===== src/rtl/ibex_instr_bus_arbiter.sv =====
// Two-requester instruction-port arbiter with bus lock until grant and in-order response routing.
// Optional macro IBEX_INSTR_ARB_ROUND_ROBIN_EN: alternate winners on simultaneous requests.
module ibex_instr_bus_arbiter #(
    parameter int NUM_OUTSTANDING = 2
) (
    input  logic        clk_i,
    input  logic        rst_i,
    input  logic        r0_req_i,
    input  logic [31:0] r0_addr_i,
    output logic        r0_gnt_o,
    output logic        r0_rvalid_o,
    output logic [31:0] r0_rdata_o,
    output logic        r0_err_o,
    input  logic        r1_req_i,
    input  logic [31:0] r1_addr_i,
    output logic        r1_gnt_o,
    output logic        r1_rvalid_o,
    output logic [31:0] r1_rdata_o,
    output logic        r1_err_o,
    output logic        bus_req_o,
    output logic [31:0] bus_addr_o,
    input  logic        bus_gnt_i,
    input  logic        bus_rvalid_i,
    input  logic [31:0] bus_rdata_i,
    input  logic        bus_err_i,
    output logic        busy_o,
    output logic        protocol_err_o
);
    localparam int PW = (NUM_OUTSTANDING > 1) ? $clog2(NUM_OUTSTANDING) : 1;
    localparam int CW = $clog2(NUM_OUTSTANDING + 1);
    localparam logic [CW-1:0] CNT_MAX  = CW'(NUM_OUTSTANDING);
    localparam logic [PW-1:0] PTR_LAST = PW'(NUM_OUTSTANDING - 1);

    logic                       locked_q, locked_d;
    logic                       owner_q, owner_d;
    logic                       perr_q, perr_d;
    logic [CW-1:0]              count_q, count_d;
    logic [PW-1:0]              wptr_q, wptr_d, rptr_q, rptr_d;
    logic [NUM_OUTSTANDING-1:0] route_q, route_d;
`ifdef IBEX_INSTR_ARB_ROUND_ROBIN_EN
    logic                       last_q, last_d;
`endif

    logic sel, sel_req, issue, grant, pop, head;

    always_comb begin
        if (locked_q) begin
            sel = owner_q;
        end else if (r0_req_i && r1_req_i) begin
`ifdef IBEX_INSTR_ARB_ROUND_ROBIN_EN
            sel = ~last_q;
`else
            sel = 1'b0;
`endif
        end else begin
            sel = r1_req_i & ~r0_req_i;
        end
        sel_req = sel ? r1_req_i : r0_req_i;
        // No bypass: a slot freed by this cycle's rvalid is usable only next cycle.
        issue   = sel_req & (count_q != CNT_MAX) & ~rst_i;
        grant   = issue & bus_gnt_i;
        pop     = bus_rvalid_i & (count_q != '0) & ~rst_i;
        head    = route_q[rptr_q];
    end

    always_comb begin
        locked_d = locked_q;
        owner_d  = owner_q;
        perr_d   = perr_q;
        count_d  = count_q;
        wptr_d   = wptr_q;
        rptr_d   = rptr_q;
        route_d  = route_q;
`ifdef IBEX_INSTR_ARB_ROUND_ROBIN_EN
        last_d   = last_q;
`endif
        if (grant) begin
            locked_d        = 1'b0;
            route_d[wptr_q] = sel;
            wptr_d          = (wptr_q == PTR_LAST) ? '0 : wptr_q + 1'b1;
`ifdef IBEX_INSTR_ARB_ROUND_ROBIN_EN
            last_d          = sel;
`endif
        end else if (issue) begin
            locked_d = 1'b1;
            owner_d  = sel;
        end else if (locked_q && !sel_req) begin
            locked_d = 1'b0;
            perr_d   = 1'b1;
        end
        if (pop) begin
            rptr_d = (rptr_q == PTR_LAST) ? '0 : rptr_q + 1'b1;
        end
        if (bus_rvalid_i && count_q == '0) begin
            perr_d = 1'b1;
        end
        if (grant && !pop) begin
            count_d = count_q + 1'b1;
        end else if (pop && !grant) begin
            count_d = count_q - 1'b1;
        end
    end

    always_ff @(posedge clk_i or posedge rst_i) begin
        if (rst_i) begin
            locked_q <= 1'b0;
            owner_q  <= 1'b0;
            perr_q   <= 1'b0;
            count_q  <= '0;
            wptr_q   <= '0;
            rptr_q   <= '0;
            route_q  <= '0;
`ifdef IBEX_INSTR_ARB_ROUND_ROBIN_EN
            last_q   <= 1'b1;
`endif
        end else begin
            locked_q <= locked_d;
            owner_q  <= owner_d;
            perr_q   <= perr_d;
            count_q  <= count_d;
            wptr_q   <= wptr_d;
            rptr_q   <= rptr_d;
            route_q  <= route_d;
`ifdef IBEX_INSTR_ARB_ROUND_ROBIN_EN
            last_q   <= last_d;
`endif
        end
    end

    // Every output reads zero while reset is held.
    assign bus_req_o      = issue;
    assign bus_addr_o     = rst_i ? 32'h0 : {(sel ? r1_addr_i[31:2] : r0_addr_i[31:2]), 2'b00};
    assign r0_gnt_o       = grant & ~sel;
    assign r1_gnt_o       = grant & sel;
    assign r0_rvalid_o    = pop & ~head;
    assign r1_rvalid_o    = pop & head;
    assign r0_rdata_o     = rst_i ? 32'h0 : bus_rdata_i;
    assign r1_rdata_o     = rst_i ? 32'h0 : bus_rdata_i;
    assign r0_err_o       = bus_err_i & ~rst_i;
    assign r1_err_o       = bus_err_i & ~rst_i;
    assign busy_o         = (issue | (count_q != '0)) & ~rst_i;
    assign protocol_err_o = perr_q & ~rst_i;
endmodule


===== config.mk =====
export PLATFORM = sky130hd
export DESIGN_NAME = ibex_instr_bus_arbiter
export DESIGN_NICKNAME = d
export VERILOG_FILES = /design/src/rtl/ibex_instr_bus_arbiter.sv
export SDC_FILE = /design/constraint.sdc
export NUM_CORES = 1
export LEC_CHECK = 0
export CELL_PAD_IN_SITES_DETAIL_PLACEMENT = 0
export CELL_PAD_IN_SITES_GLOBAL_PLACEMENT = 2
export CORE_ASPECT_RATIO = 0.5
export CORE_MARGIN = 10
export CORE_UTILIZATION = 10
export DETAILED_ROUTE_END_ITERATION = 10
export PLACE_DENSITY_LB_ADDON = 0.1
export RECOVER_POWER = 100
export SLEW_MARGIN = 20
export SYNTH_ARGS = -nofsm -noshare
export SYNTH_HDL_FRONTEND = slang
export SYNTH_SLANG_ARGS = --single-unit

===== constraint.sdc =====
create_clock -name clk_i -period 3.4 [get_ports clk_i]
set_input_delay 0.51 -clock clk_i [delete_from_list [all_inputs] [get_ports clk_i]]
set_output_delay 0.51 -clock clk_i [all_outputs]
set_load 0.005 [all_outputs]

==> results of run 1 <==
==> critical path, stage by stage <==
cell and delay, ns:
dlygate4sd3_1 0.65, a22o_2 0.62, nand2_1 0.12, a21oi_1 0.15, dlygate4sd3_1 0.62
==> per-layer routing <==
metal	track usage (%)	vias up	wire length, um
met4	1.86	0	77
met1	7.85	896	3240
met3	2.06	4	589
met2	16.7	83	4920
met5	0	-	0
li1	-	1000	-
==> cell families (layout without fill, tap and decap cells) <==
kind of cell	after synthesis	count (layout)	synth area share [%]
simple gates	106	106	34.7
flops	9	9	15.6
buf+inv	54	212	24.5
compound gates	45	45	18.8
other cells	1	2	0.260
xor+xnor	5	5	3.04
fa+ha+maj	1	1	0.868
mux	3	3	2.17
==> cells in the mapped netlist, types with 2 or more instances <==
master	n
buf_4	36
buf_2	6
nor2b_1	35
a21oi_1	34
dfrtp_1	9
nand2_1	60
nor2_1	7
o211ai_1	2
o31ai_1	2
xnor2_1	4
buf_1	3
mux2i_1	2
inv_1	4
clkbuf_1	4
==> flip-flops by register name, summed over array words and instances, names as in the netlist <==
register  count
count_q       2
locked_q      1
owner_q       1
perr_q        1
route_q       2
rptr_q        1
wptr_q        1
==> worst max path at each step <==
stage,to,slack [ns],depth (start not counted)
6_report,bus_addr_o[8],0.20,5
5_1_grt,bus_addr_o[13],0.05,5
4_1_cts,bus_addr_o[15],0.25,6
3_5_place_dp,bus_addr_o[15],0.27,6
3_3_place_gp,bus_addr_o[15],0.29,6
2_1_floorplan,r1_err_o,1.59,4
==> through the flow <==
step,util (%),cell area [um2],std cells,total power [mW],hold WS [ns]
4_1_cts,25.1,3470,575,1.26,0.424
5_1_grt,24.9,3450,575,1.31,0.512
6_report,24.9,3450,575,1.19,0.487
3_3_place_gp,24.5,3390,571,1.04,0.461
3_5_place_dp,24.5,3390,571,1.04,0.480
2_1_floorplan,-,1450,225,0.616,0.354
==> where the power goes <==
group / total (mW) / internal [mW] / switching [mW]
registers: 0.214 / 0.154 / 0.0599
logic: 0.769 / 0.431 / 0.338
clock network: 0.211 / 0.157 / 0.0542
==> layout make-up <==
type | count | area (um2)
Fill cell | 1557 | 10400
Timing Repair Buffer | 204 | 2030
Multi-Input combinational cell | 162 | 852
Tap cell | 192 | 240
Sequential cell | 9 | 225
Clock buffer | 4 | 78.8
Inverter | 4 | 15.0
==> reports/metrics.yaml, run 1 <==
synthesis:
  synth_area_um2: 1440
  synth_edf_count: 0
  synth_cells: 224
  yosysSeqAreaShare_pct: 15.6
  yosysWarnings: 0
  synth_ff_type: "dfrtp_1"
  synth_top_area_share_pct: 18.8
  synthArstFlopShare_pct: 100
  syn_area_per_cell_um2: 6.43
  netlist_top_cells_area: "buf_4 (19%), dfrtp_1 (16%), nand2_1 (16%)"
  synth_cell_types: 30
  synth-seq-cells: 9
  synth_area_leader_cell: "buf_4"
clock_tree:
  cts-root-buf: "clkbuf_16"
  cts_tree: "done"
  cts_max_level: 1
  clkLatencyLatePin_ns: 0.24
  clock_path_buffers: 2
  cts_setup_buffers: 0
  cts.sinks: 9
  cts_hold_buf: 0
  ctsResizeCount: 0
  path_clk_slew_ns: 0.04
  numCtsBuffers: 3
final_layout:
  nets: 488
  insertedDiodeCount: 0
  drive_above_1_share_pct: 2.87
  syn_to_final_growth_pct: 139
  final_common_cell: "clkdlybuf4s50_1"
  layout_common_cells: "clkdlybuf4s50_1 (158), nand2_1 (60), dlygate4sd3_1 (42)"
hold_path:
  min_from: "perr_q"
  hold_path_end: "perr_q"
  min_path_type: "register to register"
  whs_path_depth: 1
worst_setup_path:
  worst_ep_required_time_ns: 2.89
  rrSetupSlack_ns: 1.55
  cp-start-kind: "input port"
  criticalPathCategory: "input port to output port"
  crit_fanout: 32
  reg2reg_to: "count_q[1]"
  cp.arrival_ns: 2.69
  end_kind: "output port"
  r2r-start: "owner_q"
  r2r_cells: 8
  setup.worst_path.start: "r1_req_i"
placement:
  place.gp.congestion: 0.692
  dpl.hpwl_mm: 7.48
  post-place-ws_ns: 0.268
  port_buffers: 201
floorplan:
  fp.dieH_um: 105
  fp-row-count: 30
  initial_core_util_pct: 10.4
  core-area_um2: 13800
  ioPinCount: 208
  dieWidth_um: 190
  die_area_um2: 19900
route:
  drc: 0
  antenna_left: 0
  drt-initial-drc-count: 36
  via_count: 1983
  wirelength_mm: 8.83
  wire_per_inst_um: 15.4
  vias_per_cell: 3.45
  drt_pass1_iterations: 4
pwr:
  p_leak_nw: 1.37
  powerDensity_nw_per_um2: 347
  vdd_drop_max_uv: 224
sta:
  rsz0062_at_grt: "false"
  skew_ns: 0.000484
  min_period_ns: 3.20
  setup_slack_ns: 0.200
  fin_crit_sh_pct: 94.1
  final_hold_viol_count: 0
  relSlewSlack_pct: 30.5
  tns_ns: 0
  tightest_slew_ns: 1.04
  maxSlewViolCount: 0
  setup_viol: 0
  max_freq_mhz: 313
global_route:
  grt_first_pass_wirelength_mm: 12.9
  grt_start_max_net_pins: 56
  first_global_vias: 2088
  grt_overflow: 0
  grt_util_all_layers_pct: 8.13
  antenna_found_initial: 0
flow_run:
  max_cap_violations: 0
outcome:
  outcome: "complete, no violations"
Note: power is estimated with default switching activity, not from simulation.
==> inputs of run 2 (changes only) <==
--- a/config.mk
+++ b/config.mk
@@ -5,11 +5,14 @@
 export SDC_FILE = /design/constraint.sdc
 export NUM_CORES = 1
 export LEC_CHECK = 0
+export ABC_AREA = 1
+export CAP_MARGIN = 20
 export CELL_PAD_IN_SITES_DETAIL_PLACEMENT = 0
 export CELL_PAD_IN_SITES_GLOBAL_PLACEMENT = 2
 export CORE_ASPECT_RATIO = 0.5
 export CORE_MARGIN = 10
 export CORE_UTILIZATION = 10
+export CTS_BUF_LIST = sky130_fd_sc_hd__clkbuf_8
 export DETAILED_ROUTE_END_ITERATION = 10
 export PLACE_DENSITY_LB_ADDON = 0.1
 export RECOVER_POWER = 100
==> reports/metrics.yaml, run 2 <==
floorplan:
  core-area_um2: 14500  # +5.3%
  initial_core_util_pct: 10.3  # -0.15 points
  fp.dieH_um: 107  # +1.5%
  fp-row-count: 31  # +3.3%
  die_area_um2: 20600  # +3.3%
  dieWidth_um: 193  # +1.7%
  ioPinCount: 208  # unchanged
placement:
  place.gp.congestion: 0.680  # -1.7%
  dpl-instance-area_um2: 3450  # +1.8%
  place_inst: 629  # +10%
  post-place-ws_ns: 0.453  # +0.185 ns
  dpl.hpwl_mm: 7.61  # +1.7%
  port_buffers: 201  # unchanged
final_layout:
  syn_to_final_growth_pct: 133
  final_common_cell: "clkdlybuf4s50_1"
  final_util_pct: 24.0  # -0.96 points
  insertedDiodeCount: 0  # unchanged
  reg_top3: "count_q: 2 flops, route_q: 2 flops"
  stdcell_area_um2: 3490  # +1.2%
  nFillCells: 1637  # +5.1%
  drive_above_1_share_pct: 3.45  # +0.58 points
  finalNonFillerCells: 633  # +10%
  layout_common_cells: "clkdlybuf4s50_1 (116), dlygate4sd3_1 (84), nand2_1 (70)"
  nets: 540  # +11%
synthesis:
  yosysSeqAreaShare_pct: 15.1  # -0.57 points
  syn_area_per_cell_um2: 5.46  # -15%
  synth_area_leader_cell: "buf_4"
  synth-seq-cells: 9  # unchanged
  synthArstFlopShare_pct: 100  # unchanged
  synth_top_area_share_pct: 20.6  # +1.8 points
  synth_cells: 274  # +22%
  synth_cell_types: 24  # -20%
  synth_area_um2: 1500  # +3.8%
  synth_ff_type: "dfrtp_1"
  yosysMostFrequentCell: "nand2_1"
  synthTopCellsByCount: "nand2_1 (69), inv_1 (45), buf_4 (41), nor2_1 (41), a21oi_1 (32)"
  synth_edf_count: 0  # unchanged
  yosysWarnings: 0  # unchanged
  netlist_top_cells_area: "buf_4 (21%), nand2_1 (17%), dfrtp_1 (15%)"
global_route:
  grt_first_pass_wirelength_mm: 12.7  # -1.9%
  grt_start_max_net_pins: 37  # -34%
  grt_overflow: 0  # unchanged
  antenna_found_initial: 0  # unchanged
  grt_util_all_layers_pct: 7.62  # -0.51 points
  first_global_vias: 2190  # +4.9%
clock_tree:
  clkLatencyLatePin_ns: 0.23  # about the same
  cts_max_level: 1  # unchanged
  clock_path_buffers: 2  # unchanged
  ctsResizeCount: 0  # unchanged
  numCtsBuffers: 3  # unchanged
  cts-root-buf: "clkbuf_8"
  cts_tree: "done"
  cts.sinks: 9  # unchanged
  cts_hold_buf: 0  # unchanged
  cts_setup_buffers: 0  # unchanged
  path_clk_slew_ns: 0.04  # about the same
worst_setup_path:
  slowest_delay_ns: 0.60  # -0.05 ns
  path_cells: "dlygate4sd3_1, nor2_2, nand2_1, nand2_2, buf_4, nand2_1, a21oi_1, dlygate4sd3_1"
  criticalPathCategory: "input port to output port"
  cp_slowest_cell: "dlygate4sd3_1"
  worst_ep_required_time_ns: 2.89  # about the same
  end_kind: "output port"
  cp-start-kind: "input port"
  crit_fanout: 34  # +6.3%
  cp.arrival_ns: 2.57  # -0.12 ns
route:
  via_count: 2133  # +7.6%
  drt-initial-drc-count: 93  # +160%
  antenna_left: 0  # unchanged
  wire_per_inst_um: 13.8  # -10%
  drt_pass1_iterations: 4  # unchanged
  drc: 0  # unchanged
  wirelength_mm: 8.73  # -1.1%
  vias_per_cell: 3.37  # -2.3%
sta:
  setup_slack_ns: 0.320  # +0.119 ns
  maxSlewViolCount: 0  # unchanged
  setup_viol: 0  # unchanged
  final_hold_viol_count: 0  # unchanged
  whs_ns: 0.477  # -0.0103 ns
  rsz0062_at_grt: "false"
  relSlewSlack_pct: 59.7  # +29 points
  tns_ns: 0  # unchanged
  tightest_slew_ns: 0.604  # -0.439 ns
  min_period_ns: 3.08  # -0.119 ns
  skew_ns: 0.00171  # +0.00123 ns
  max_freq_mhz: 325  # +3.9%
  fin_crit_sh_pct: 90.6  # -3.5 points
pwr:
  power_uw: 932  # -22%
  p_leak_nw: 1.67  # +22%
  vdd_drop_max_uv: 115  # -49%
  powerDensity_nw_per_um2: 267  # -23%
outcome:
  outcome: "complete, no violations"
hold_path:
  min_path_type: "register to register"
flow_run:
  max_cap_violations: 0  # unchanged
==> run 2: per-layer routing <==
metal	wire length [um]	global-route usage, %
met5	0	0
met4	34	1.15
met3	728	1.63
met2	4820	15.8
met1	3140	7.69
==> run 2: final timing paths <==
kind / from / endpoint / slack (ns) / cells after the start
worst min-delay path: route_q[1] / route_q[1] / 0.48 / 2
worst min register to register: route_q[1] / route_q[1] / 0.48 / 2
min in group asynchronous: rst_i / count_q[0] / 0.88 / 3
worst max register to register: count_q[0] / count_q[1] / 1.48 / 8
worst max-delay path: r0_req_i / bus_addr_o[24] / 0.32 / 8
max in group asynchronous: rst_i / locked_q / 2.25 / 3
==> run 2: logic make-up (layout without fill, tap and decap cells) <==
group,after synthesis,count (layout),synth area share (%)
simple gates,124,124,33.7
buf+inv,95,255,34.4
compound gates,41,41,14.0
flops,9,9,15.1
xor+xnor,3,3,1.76
fa+ha+maj,1,1,0.836
other cells,1,2,0.251
==> run 2: final cells by class <==
class / count / area [um2] / area share, %
Clock buffer: 3 / 41.3 / 1.18
Clock inverter: 1 / 3.75 / 0.108
Inverter: 47 / 176 / 5.06
Multi-Input combinational cell: 171 / 752 / 21.6
Sequential cell: 9 / 225 / 6.46
Tap cell: 198 / 248 / 7.10
Timing Repair Buffer: 204 / 2040 / 58.5
==> run 2: report_power, final <==
group	switching, mW	internal (mW)
registers	0.0362	0.152
logic	0.279	0.346
clock network	0.0405	0.0785
total	0.356	0.576
==> run 2: critical path, delay by kind of cell <==
kind | cells | cell delay, ns
buffers and inverters | 3 | 1.54
AOI/OAI and AO/OA | 1 | 0.17
and+or+nand+nor | 4 | 0.36
==> inputs of run 3 (changes only) <==
--- a/config.mk
+++ b/config.mk
@@ -10,7 +10,6 @@
 export CELL_PAD_IN_SITES_DETAIL_PLACEMENT = 0
 export CELL_PAD_IN_SITES_GLOBAL_PLACEMENT = 2
 export CORE_ASPECT_RATIO = 0.5
-export CORE_MARGIN = 10
 export CORE_UTILIZATION = 10
 export CTS_BUF_LIST = sky130_fd_sc_hd__clkbuf_8
 export DETAILED_ROUTE_END_ITERATION = 10
==> reports/metrics.yaml, run 3 (same netlist as run 2, synthesis figures left out) <==
route:
  drt_pass1_iterations: 4  # unchanged
  antenna_left: 0  # unchanged
  wirelength_mm: 6.55  # -25%
  drt-initial-drc-count: 52  # -44%
  drc: 0  # unchanged
  wire_per_inst_um: 10.4  # -25%
  vias_per_cell: 3.34  # -0.87%
  via_count: 2111  # -1.0%
sta:
  setup_viol: 0  # unchanged
  skew_ns: 0.00204  # +0.000330 ns
  maxSlewViolCount: 0  # unchanged
  rsz0062_at_grt: "false"
  tightest_slew_ns: 0.598  # -0.00658 ns
  fin_crit_sh_pct: 91.1  # +0.47 points
  final_hold_viol_count: 0  # unchanged
  max_freq_mhz: 323  # -0.51%
  min_period_ns: 3.10  # +0.0159 ns
  tns_ns: 0  # unchanged
  relSlewSlack_pct: 60.2  # +0.44 points
  whs_ns: 0.481  # +0.00439 ns
final_layout:
  insertedDiodeCount: 0  # unchanged
  syn_to_final_growth_pct: 132
  drive_above_1_share_pct: 3.23  # -0.22 points
  nFillCells: 1635  # -0.12%
  nets: 539  # -0.19%
  reg_top3: "count_q: 2 flops, route_q: 2 flops"
  layout_common_cells: "clkdlybuf4s50_1 (110), dlygate4sd3_1 (90), nand2_1 (69)"
  final_common_cell: "clkdlybuf4s50_1"
pwr:
  intPower_uw: 562  # -2.4%
  power_frac_comb_pct: 66.4  # -0.6 points
  powerDensity_nw_per_um2: 259  # -2.9%
  p_leak_nw: 1.68  # +0.16%
  power_frac_seq_pct: 20.6  # +0.4 points
  vdd_drop_max_uv: 119  # +3.6%
  swShare_pct: 37.5  # -0.68 points
  clkPwrFrac_pct: 13.0  # +0.2 points
  p_sw_uw: 337  # -5.2%
worst_setup_path:
  cp-start-kind: "input port"
  cp.arrival_ns: 2.59  # +0.02 ns
  worst_ep_required_time_ns: 2.89  # about the same
  cp_slowest_cell: "dlygate4sd3_1"
  end_kind: "output port"
  crit_buf_inv: 3  # unchanged
  slowest_delay_ns: 0.61  # about the same
  criticalPathCategory: "input port to output port"
  critical-path-top-delay-family: "buffers and inverters"
  path_cells: "dlygate4sd3_1, nor2_1, nand2_2, nand2_2, buf_4, nand2_1, a21oi_1, dlygate4sd3_1"
  crit_fanout: 34  # unchanged
clock_tree:
  path_clk_slew_ns: 0.04  # about the same
  cts_setup_buffers: 0  # unchanged
  cts.sinks: 9  # unchanged
  cts_max_level: 1  # unchanged
  numCtsBuffers: 3  # unchanged
  cts-root-buf: "clkbuf_8"
  cts_hold_buf: 0  # unchanged
  ctsResizeCount: 0  # unchanged
  cts_tree: "done"
  clkLatencyLatePin_ns: 0.23  # about the same
  clock_path_buffers: 2  # unchanged
floorplan:
  ioPinCount: 208  # unchanged
  fp-row-count: 31  # unchanged
  core-area_um2: 14500  # unchanged
  initial_core_util_pct: 10.3  # unchanged
  fp.dieH_um: 88.5  # -17%
  die_area_um2: 15500  # -25%
  dieWidth_um: 175  # -9.3%
placement:
  place.gp.congestion: 0.718  # +5.6%
  dpl.hpwl_mm: 5.54  # -27%
  port_buffers: 201  # unchanged
global_route:
  grt_start_max_net_pins: 37  # unchanged
  grt_overflow: 0  # unchanged
  antenna_found_initial: 0  # unchanged
  grt_util_all_layers_pct: 7.60  # -0.021 points
  first_global_vias: 1998  # -8.8%
  grt_first_pass_wirelength_mm: 9.54  # -25%
hold_path:
  min_path_type: "register to register"
flow_run:
  max_cap_violations: 0  # unchanged
outcome:
  outcome: "complete, no violations"
run 3: final timing paths:
| path | depth (start not counted) | end | startpoint | slack, ns |
|---|---|---|---|---|
| worst max register to register | 9 | count_q[1] | locked_q | 1.49 |
| max in group asynchronous | 3 | rptr_q | rst_i | 2.26 |
| worst min register to register | 2 | route_q[1] | route_q[1] | 0.48 |
| worst min-delay path | 2 | route_q[1] | route_q[1] | 0.48 |
| min in group asynchronous | 3 | count_q[1] | rst_i | 0.87 |
| worst max-delay path | 8 | bus_addr_o[30] | r0_req_i | 0.30 |
run 3: area by class of cell:
| cell class | count | area, um2 | share of cell area (%) |
|---|---|---|---|
| timing repair buffer | 203 | 2020 | 58.3 |
| multi-input combinational | 171 | 752 | 21.7 |
| sequential | 9 | 225 | 6.49 |
| clock buffer | 3 | 41.3 | 1.19 |
| tap | 198 | 248 | 7.14 |
| clock inverter | 1 | 3.75 | 0.108 |
| inverter | 47 | 176 | 5.09 |
run 3: stage by stage:
step           util [%]  worst slack [ns]  total power [mW]  cell area, um2  instances
5_1_grt            23.8             0.146             0.991            3470        632
2_1_floorplan         -              1.70             0.501            1500        275
3_5_place_dp       23.6             0.443             0.834            3430        628
6_report           23.8             0.304             0.900            3470        632
4_1_cts            23.9             0.439             0.959            3480        632
3_3_place_gp       23.6             0.440             0.834            3430        628
run 3: worst register-to-register path, stage by stage, from the launching register on:
cell     delay (ns)
dfrtp_1        0.41
nor2_1         0.17
nand2_2        0.08
nand3_1        0.08
nand3_1        0.22
nor2_4         0.21
ha_1           0.27
a21oi_1        0.11
o21ai_0        0.11
xnor2_1        0.14
run 3: routing by layer:
layer  GRT usage (%)  share of wire, %  up-vias
met2            16.6                56       89
met4            1.42              0.84        0
met1            7.43                36      921
met5               0                 0        -
met3            1.68               6.6        4
li1                -                 -     1097
run 3: power groups by stage:
stage	logic (mW)	registers (mW)	clock network (mW)
after floorplan	0.320	0.181	0
after global placement	0.646	0.189	0
after detailed placement	0.646	0.188	0
after CTS	0.650	0.186	0.123
after global routing	0.669	0.191	0.132
final	0.597	0.186	0.117
